## config.mk

```make
export PLATFORM = sky130hd
export DESIGN_NAME = fetch_sequencer
export DESIGN_NICKNAME = d
export VERILOG_FILES = /design/src/rtl/fetch_sequencer_pkg.sv /design/src/rtl/fetch_sequencer.sv
export SDC_FILE = /design/constraint.sdc
export NUM_CORES = 1
export LEC_CHECK = 0
export CORE_UTILIZATION = 41
export CTS_CLUSTER_SIZE = 24
export DETAILED_ROUTE_END_ITERATION = 6
export PLACE_DENSITY = 0.79
export SYNTH_ARGS = -nofsm -noshare
export SYNTH_HDL_FRONTEND = slang
export SYNTH_SLANG_ARGS = --single-unit
```

## constraint.sdc

```tcl
create_clock -name clk -period 1.8 [get_ports clk]
set_input_delay 0.54 -clock clk [delete_from_list [all_inputs] [get_ports clk]]
set_output_delay 0.54 -clock clk [all_outputs]
set_load 0.01 [all_outputs]
```

## src/rtl/fetch_sequencer_pkg.sv

```systemverilog
// -----------------------------------------------------------------------------
// fetch_sequencer_pkg
// Shared definitions for the instruction fetch sequencer: the fetch FSM state
// encoding, the architectural reset vector, the instruction size and a helper
// that forces an address onto a word boundary.
// -----------------------------------------------------------------------------
package fetch_sequencer_pkg;

    typedef enum logic [1:0] {
        REQ  = 2'd0,   // presenting a fetch request to instruction memory
        WAIT = 2'd1,   // one request outstanding, waiting for its response
        HOLD = 2'd2    // instruction held for decode
    } fetch_state_t;

    localparam logic [31:0] RESET_VECTOR = 32'hBFC0_0000;
    localparam logic [31:0] INSTR_BYTES  = 32'd4;

    // Clears the byte-offset bits so every fetch address is word aligned.
    function automatic logic [31:0] align_word(input logic [31:0] addr);
        return addr & ~(INSTR_BYTES - 32'd1);
    endfunction

endpackage

```

## src/rtl/fetch_sequencer.sv

```systemverilog
// -----------------------------------------------------------------------------
// fetch_sequencer
// Sequences instruction fetches: issues one request at a time to instruction
// memory, captures the returned word with its address, and holds it for the
// decode stage until it is accepted. A redirect (taken branch/jump) replaces
// the fetch PC in any state and discards whatever is in flight or held.
//
// Ports
//   clk, rst_n        clock and asynchronous active-low reset
//   imem_req_valid    fetch request valid (out)
//   imem_req_ready    memory accepts request (in)
//   imem_req_addr     word-aligned fetch address (out)
//   imem_resp_valid   instruction data valid (in)
//   imem_resp_data    fetched instruction word (in)
//   redirect_valid    redirect request (in)
//   redirect_pc       redirect target, bits [1:0] ignored (in)
//   if_valid          instruction available to decode (out)
//   if_ready          decode accepts instruction (in)
//   if_pc             address of if_instr (out)
//   if_instr          held instruction word (out)
// -----------------------------------------------------------------------------
module fetch_sequencer
    import fetch_sequencer_pkg::*;
#(
    parameter logic [31:0] RESET_PC = RESET_VECTOR
) (
    input  logic        clk,
    input  logic        rst_n,
    output logic        imem_req_valid,
    input  logic        imem_req_ready,
    output logic [31:0] imem_req_addr,
    input  logic        imem_resp_valid,
    input  logic [31:0] imem_resp_data,
    input  logic        redirect_valid,
    input  logic [31:0] redirect_pc,
    output logic        if_valid,
    input  logic        if_ready,
    output logic [31:0] if_pc,
    output logic [31:0] if_instr
);

    fetch_state_t state_q, state_d;
    logic [31:0]  pc_q, pc_d;
    logic         drop_q, drop_d;
    logic [31:0]  if_pc_q, if_pc_d;
    logic [31:0]  if_instr_q, if_instr_d;
    logic [31:0]  redirect_aligned;

    always_ff @(posedge clk or negedge rst_n) begin
        if (!rst_n) begin
            state_q    <= REQ;
            pc_q       <= RESET_PC;
            drop_q     <= 1'b0;
            if_pc_q    <= 32'd0;
            if_instr_q <= 32'd0;
        end else begin
            state_q    <= state_d;
            pc_q       <= pc_d;
            drop_q     <= drop_d;
            if_pc_q    <= if_pc_d;
            if_instr_q <= if_instr_d;
        end
    end

    always_comb begin
        state_d          = state_q;
        pc_d             = pc_q;
        drop_d           = drop_q;
        if_pc_d          = if_pc_q;
        if_instr_d       = if_instr_q;
        imem_req_valid   = 1'b0;
        if_valid         = 1'b0;
        redirect_aligned = align_word(redirect_pc);

        case (state_q)
            REQ: begin
                // rst_n gating keeps the request low while reset is held,
                // since the state register already sits in REQ then.
                imem_req_valid = rst_n && !redirect_valid;
                if (redirect_valid) begin
                    pc_d = redirect_aligned;
                end else if (imem_req_valid && imem_req_ready) begin
                    state_d = WAIT;
                end
            end
            WAIT: begin
                if (redirect_valid) begin
                    pc_d = redirect_aligned;
                    if (imem_resp_valid) begin
                        // The coinciding response is stale; nothing left in flight.
                        drop_d  = 1'b0;
                        state_d = REQ;
                    end else begin
                        // Request still outstanding: swallow its response later.
                        drop_d = 1'b1;
                    end
                end else if (imem_resp_valid) begin
                    drop_d = 1'b0;
                    if (drop_q) begin
                        state_d = REQ;
                    end else begin
                        if_pc_d    = pc_q;
                        if_instr_d = imem_resp_data;
                        state_d    = HOLD;
                    end
                end
            end
            HOLD: begin
                if_valid = !redirect_valid;
                if (redirect_valid) begin
                    pc_d    = redirect_aligned;
                    state_d = REQ;
                end else if (if_ready) begin
                    pc_d    = pc_q + INSTR_BYTES;
                    state_d = REQ;
                end
            end
            default: begin
                state_d = REQ;
            end
        endcase
    end

    assign imem_req_addr = pc_q;
    assign if_pc         = if_pc_q;
    assign if_instr      = if_instr_q;

endmodule

```

; ---- Word level (Yosys, flattened, before mapping)
; Index checks and enable logic that the tools add are counted.
[word_totals]
regBits = 99
out_inout_bits = 98
[classes]
add_sub_neg = 1
eq_ne = 7
n_mux = 18
bitwise = 2
reduce_logical = 11
[ops]
columns = op, count
row1 = 32-bit 2-to-1 mux, 3
row2 = 32-bit case mux with 2 select lines, 1
row3 = 32-bit by 3-bit adder with 32-bit output (second input constant), 1
row4 = 2-bit 2-to-1 mux, 8
row5 = 4-bit AND reduction, 2
row6 = 2-bit != test (second input constant), 3
row7 = 2-bit case mux with 3 select lines, 1
row8 = 1-bit 2-to-1 mux, 5
row9 = 2-bit nonzero test, 2
row10 = 3-bit != test (second input constant), 1
row11 = 3-bit AND reduction, 1
row12 = 2-bit by 1-bit == test with 1-bit output (second input constant), 1
row13 = 2-bit == test (second input constant), 1
row14 = 1-bit logical AND, 2
row15 = 2-bit logical NOT, 1
row16 = 2-bit by 1-bit != test with 1-bit output (second input constant), 1
row17 = 1-bit inverter, 2
row18 = 2-bit AND reduction, 1
row19 = 2-bit OR reduction, 1
row20 = 1-bit logical NOT, 1

; ---- Depth between registers and ports, before layout
[depth]
ltp_word = 6
depth_mapped = 7

; ---- Worst setup path after synthesis
; No wires, ideal clock.
[synth_timing]
kind = input -> output
startpoint = input redirect_valid
endpoint = output if_valid
arrival_ps = 1286
path_slack_ps = -26
cell_stages = 4
n_path_buf = 2
path_cell_list = or3b_4 > inv_2 > buf_6 > buf_4
[synth_via]
elab_chain_cells = 2
[synth_lines]
columns = item, line_no
row1 = "start, declared", fetch_sequencer.sv:34  ; input logic redirect_valid,
row2 = 1-bit logical NOT, fetch_sequencer.sv:109  ; if_valid = !redirect_valid;
row3 = 1-bit 2-to-1 mux, fetch_sequencer.sv:75  ; case (state_q)
row4 = "end, declared", fetch_sequencer.sv:36  ; output logic if_valid,
; No other way between the ends.

; ---- Worst setup path after layout
[layout_timing]
startpoint = register state_q[0]
endpoint = output if_valid
[layout_via]
elab_chain_cells = 2
[layout_lines]
columns = item, line_no
row1 = "start, declared", fetch_sequencer.sv:42  ; fetch_state_t state_q, state_d;
row2 = "start signal, assigned", fetch_sequencer.sv:57  ; state_q <= state_d;
row3 = 2-bit == test, fetch_sequencer.sv:75
row4 = 1-bit 2-to-1 mux, fetch_sequencer.sv:75
; No other way between the ends.

==> impl_metrics.csv <==
group,metric,value,unit
placement,gp_congestion,0.846,
grt,grt_antenna_before_repair,0,
clocking,ctsHoldBuffers,0,
logic_synthesis,syn_inst,420,
sta,grt_setup_unrepaired,"yes",
grt,grt_max_degree,56,
grt,grt_pass1_wl,21.7,mm
logic_synthesis,async_flop_share,100,%
run_status,status,"complete, but fails checks",
die,num_rows,38,
grt,grt_overflow_total,0,
grt,grt_util_all_layers,23.9,%
drt,vias,4313,
drt,wl,14.0,mm
hold_path,hold_class,"primary input to asynchronous set/reset pin",
sta,post-route-period-util,105,%
final_layout,stdcell_count,774,
setup_path,worstPathArrival,1.35,ns
sta,finalHoldViolations,0,
clocking,cts_sinks,95,
sta,worst_slew_pin_slew,0.712,ns
setup_path,start_kind,"flip-flop",
logic_synthesis,synth_cell_types,62,
clocking,cts_buffers,9,
setup_path,crit_start,"state_q[0]",
power,finalPower,8.13,mW
setup_path,r2r_slack,0,ns
final_layout,area_growth,55.1,%
setup_path,crit-reg2reg-launch,"state_q[0]",
sta,fin_tns_setup,-0.136,ns
clocking,clockRootBuffer,"clkbuf_16",
power,peakVddDrop,0.699,mV
logic_synthesis,synth-seq-cells,95,
final_layout,drive_gt1_share,28.7,%
final_layout,num_antenna_cells,0,
run,drv_cap,0,
die,pin_count,168,
power,p_leak,3.55,nW
die,dieArea,0.0119,mm^2
sta,period_minus_slack,1.89,ns
sta,max_freq,529,MHz
setup_path,end_kind,"output port",
setup_path,cp_max_fo,3,
sta,finalSetupViolCount,3,
logic_synthesis,yosysWarnings,0,
placement,portBuffers,161,
drt,detail_route.first_pass.iterations,7,
drt,drtIter0Drc,208,
die,core,0.0110,mm^2
clocking,cts_tree,"built",
sta,slew_violations,0,
grt,grt_pass1_vias,4498,
clocking,htreeDepth,3,
setup_path,crit_type,"flip-flop to output port",
sta,max-slew-margin-rel,52.5,%
sta,timing.final.ws_setup,-0.0906,ns
sta,hold_ws,0.265,ns
run_status,violations,"design-rule violations, negative setup slack",
sta,finalClockSkew,0.00932,ns
logic_synthesis,synth_area_leaders,"dfrtp_1 46%, mux2_2 14%, dfstp_2 5.0%",
clocking,max-clock-path-buffers,2,
final_layout,nets,700,
logic_synthesis,ys.flop_type,"dfrtp_1",
logic_synthesis,yosysSeqAreaShare,50.8,%
die,die_h,109,um
placement,placed_cells,745,
clocking,cts.reportedPaths.clkPinSlew,0.07,ns
die,die_w,109,um
logic_synthesis,synth_edf_count,0,
drt,wire_per_inst,18.1,um
logic_synthesis,syn-cell-area,0.00470,mm^2
drt,routed_via_density,5.57,
logic_synthesis,yosysTopAreaCellShare,45.8,%
drt,drc,17,
die,initial_core_util,42.8,%
setup_path,critPathRequiredTime,1.26,ns
final_layout,utilization,66.4,%
placement,dpl.hpwl,9.94,mm
power,power.density,1110,mW/mm^2
drt,ant_nets,0,
logic_synthesis,syn_area_per_cell,11.2,um^2
clocking,clock_latency,0.34,ns
logic_synthesis,synth_top_area_cell,"dfrtp_1",
## metrics by stage
| step | worst slack, ns | area, um^2 |
|---|---|---|
| finish | -0.0906 | 7290 |
| global route | -0.113 | 7290 |
| CTS | -0.229 | 7090 |
| detailed placement | -0.797 | 6780 |
| global placement | -0.789 | 6780 |
| floorplan | 0.0179 | 4710 |
## cells by family (layout without fill, tap and decap cells)
group / after synthesis / count (layout) / synth area share (%)
adders and majority gates: 1 / 1 / 0.266
other: 1 / 4 / 0.0798
DFF: 95 / 95 / 50.8
buffers and inverters: 38 / 249 / 4.53
and+or+nand+nor: 136 / 136 / 16.3
AOI/OAI and AO/OA: 79 / 79 / 11.5
muxes: 70 / 70 / 16.6
## cells in the final DEF, fill, tap and decap left out, types with 4 or more instances in the layout
cell type         n
mux2_2           58
mux2i_1          11
nand2b_1          5
clkbuf_16        10
o22ai_1           6
nand3_1          15
buf_12            6
a211oi_1          5
dfstp_2           9
and2_0            5
dfrtp_2           9
nand2_1          25
dlygate4sd2_1    31
inv_1             5
or3_1             4
clkdlybuf4s50_1  87
nor4_1            4
conb_1            4
a21oi_1          15
nor2_1           26
and4_1            5
o2bb2ai_1         4
dlymetal6s2s_1   39
dfrtp_1          77
nand4_1          13
o21ai_0          17
buf_4            56
nor3_1            6
and3_1            6
buf_6             5
## final timing paths
check                                        end  cells after the start
worst max-delay path                    if_valid                      3
worst min-delay path                if_instr[31]                      2
worst max register to register  imem_req_addr[5]                      5
worst min register to register         if_pc[13]                      2
max in group asynchronous       imem_req_addr[8]                      3
min in group clk                       if_pc[13]                      2
## power by group
| part | switching (mW) | internal (mW) | total [mW] |
|---|---|---|---|
| registers | 0.393 | 2.88 | 3.28 |
| logic | 1.24 | 1.85 | 3.09 |
| clock network | 0.818 | 0.940 | 1.76 |
| total | 2.45 | 5.67 | 8.13 |
## sequential cells by signal (all words and copies together) (netlist names)
signal / count
drop_q: 1
if_instr: 32
if_pc: 30
imem_req_addr: 30
state_q: 2
## cells in the mapped netlist (all sizes together) (2+ instances only)
cell type / count
o2bb2ai: 4
nand2: 26
and3: 7
nor4: 7
nand2b: 5
dfstp: 9
or3: 4
and4: 5
clkbuf: 8
inv: 6
o22ai: 6
nor4b: 2
a32oi: 2
mux2: 59
a22oi: 3
a2111oi: 2
a2bb2oi: 3
nor3b: 2
a311oi: 2
a31o: 3
mux2i: 11
nand3: 18
and2: 8
buf: 24
o311ai: 2
o21ai: 17
nor2: 26
nor3: 7
a31oi: 2
a21o: 3
a211oi: 7
dfrtp: 86
nand4: 13
a21oi: 16
## worst max-delay path: stages, from the launching register on
cell     delay [ns]
dfrtp_1        0.40
or3b_4         0.44
inv_4          0.07
buf_6          0.09
## repair_timing
action / CTS / global route
pin swaps: 2 / 4
gates cloned: 0 / 1
setup buffers: 8 / 4
resized for setup: 55 / 53
endpoints found under the setup margin: 63 / 56
## layout make-up
type / count / area [um^2]
flip-flops and latches: 95 / 2400
clock buffers: 11 / 233
well taps: 140 / 175
multi-input cells: 290 / 2160
fillers: 865 / 3690
repair buffers: 227 / 2260
clock inverters: 5 / 35.0
inverters: 6 / 25.0
## routing by layer
| layer | GRT usage [%] | share of wire, % | vias up |
|---|---|---|---|
| li1 | - | - | 1968 |
| met1 | 27.5 | 38 | 2120 |
| met2 | 42.2 | 52 | 191 |
| met3 | 5.44 | 7.3 | 34 |
| met4 | 10.2 | 3.0 | 0 |
| met5 | 0 | 0 | - |
Power figures use the tool's default switching activity.
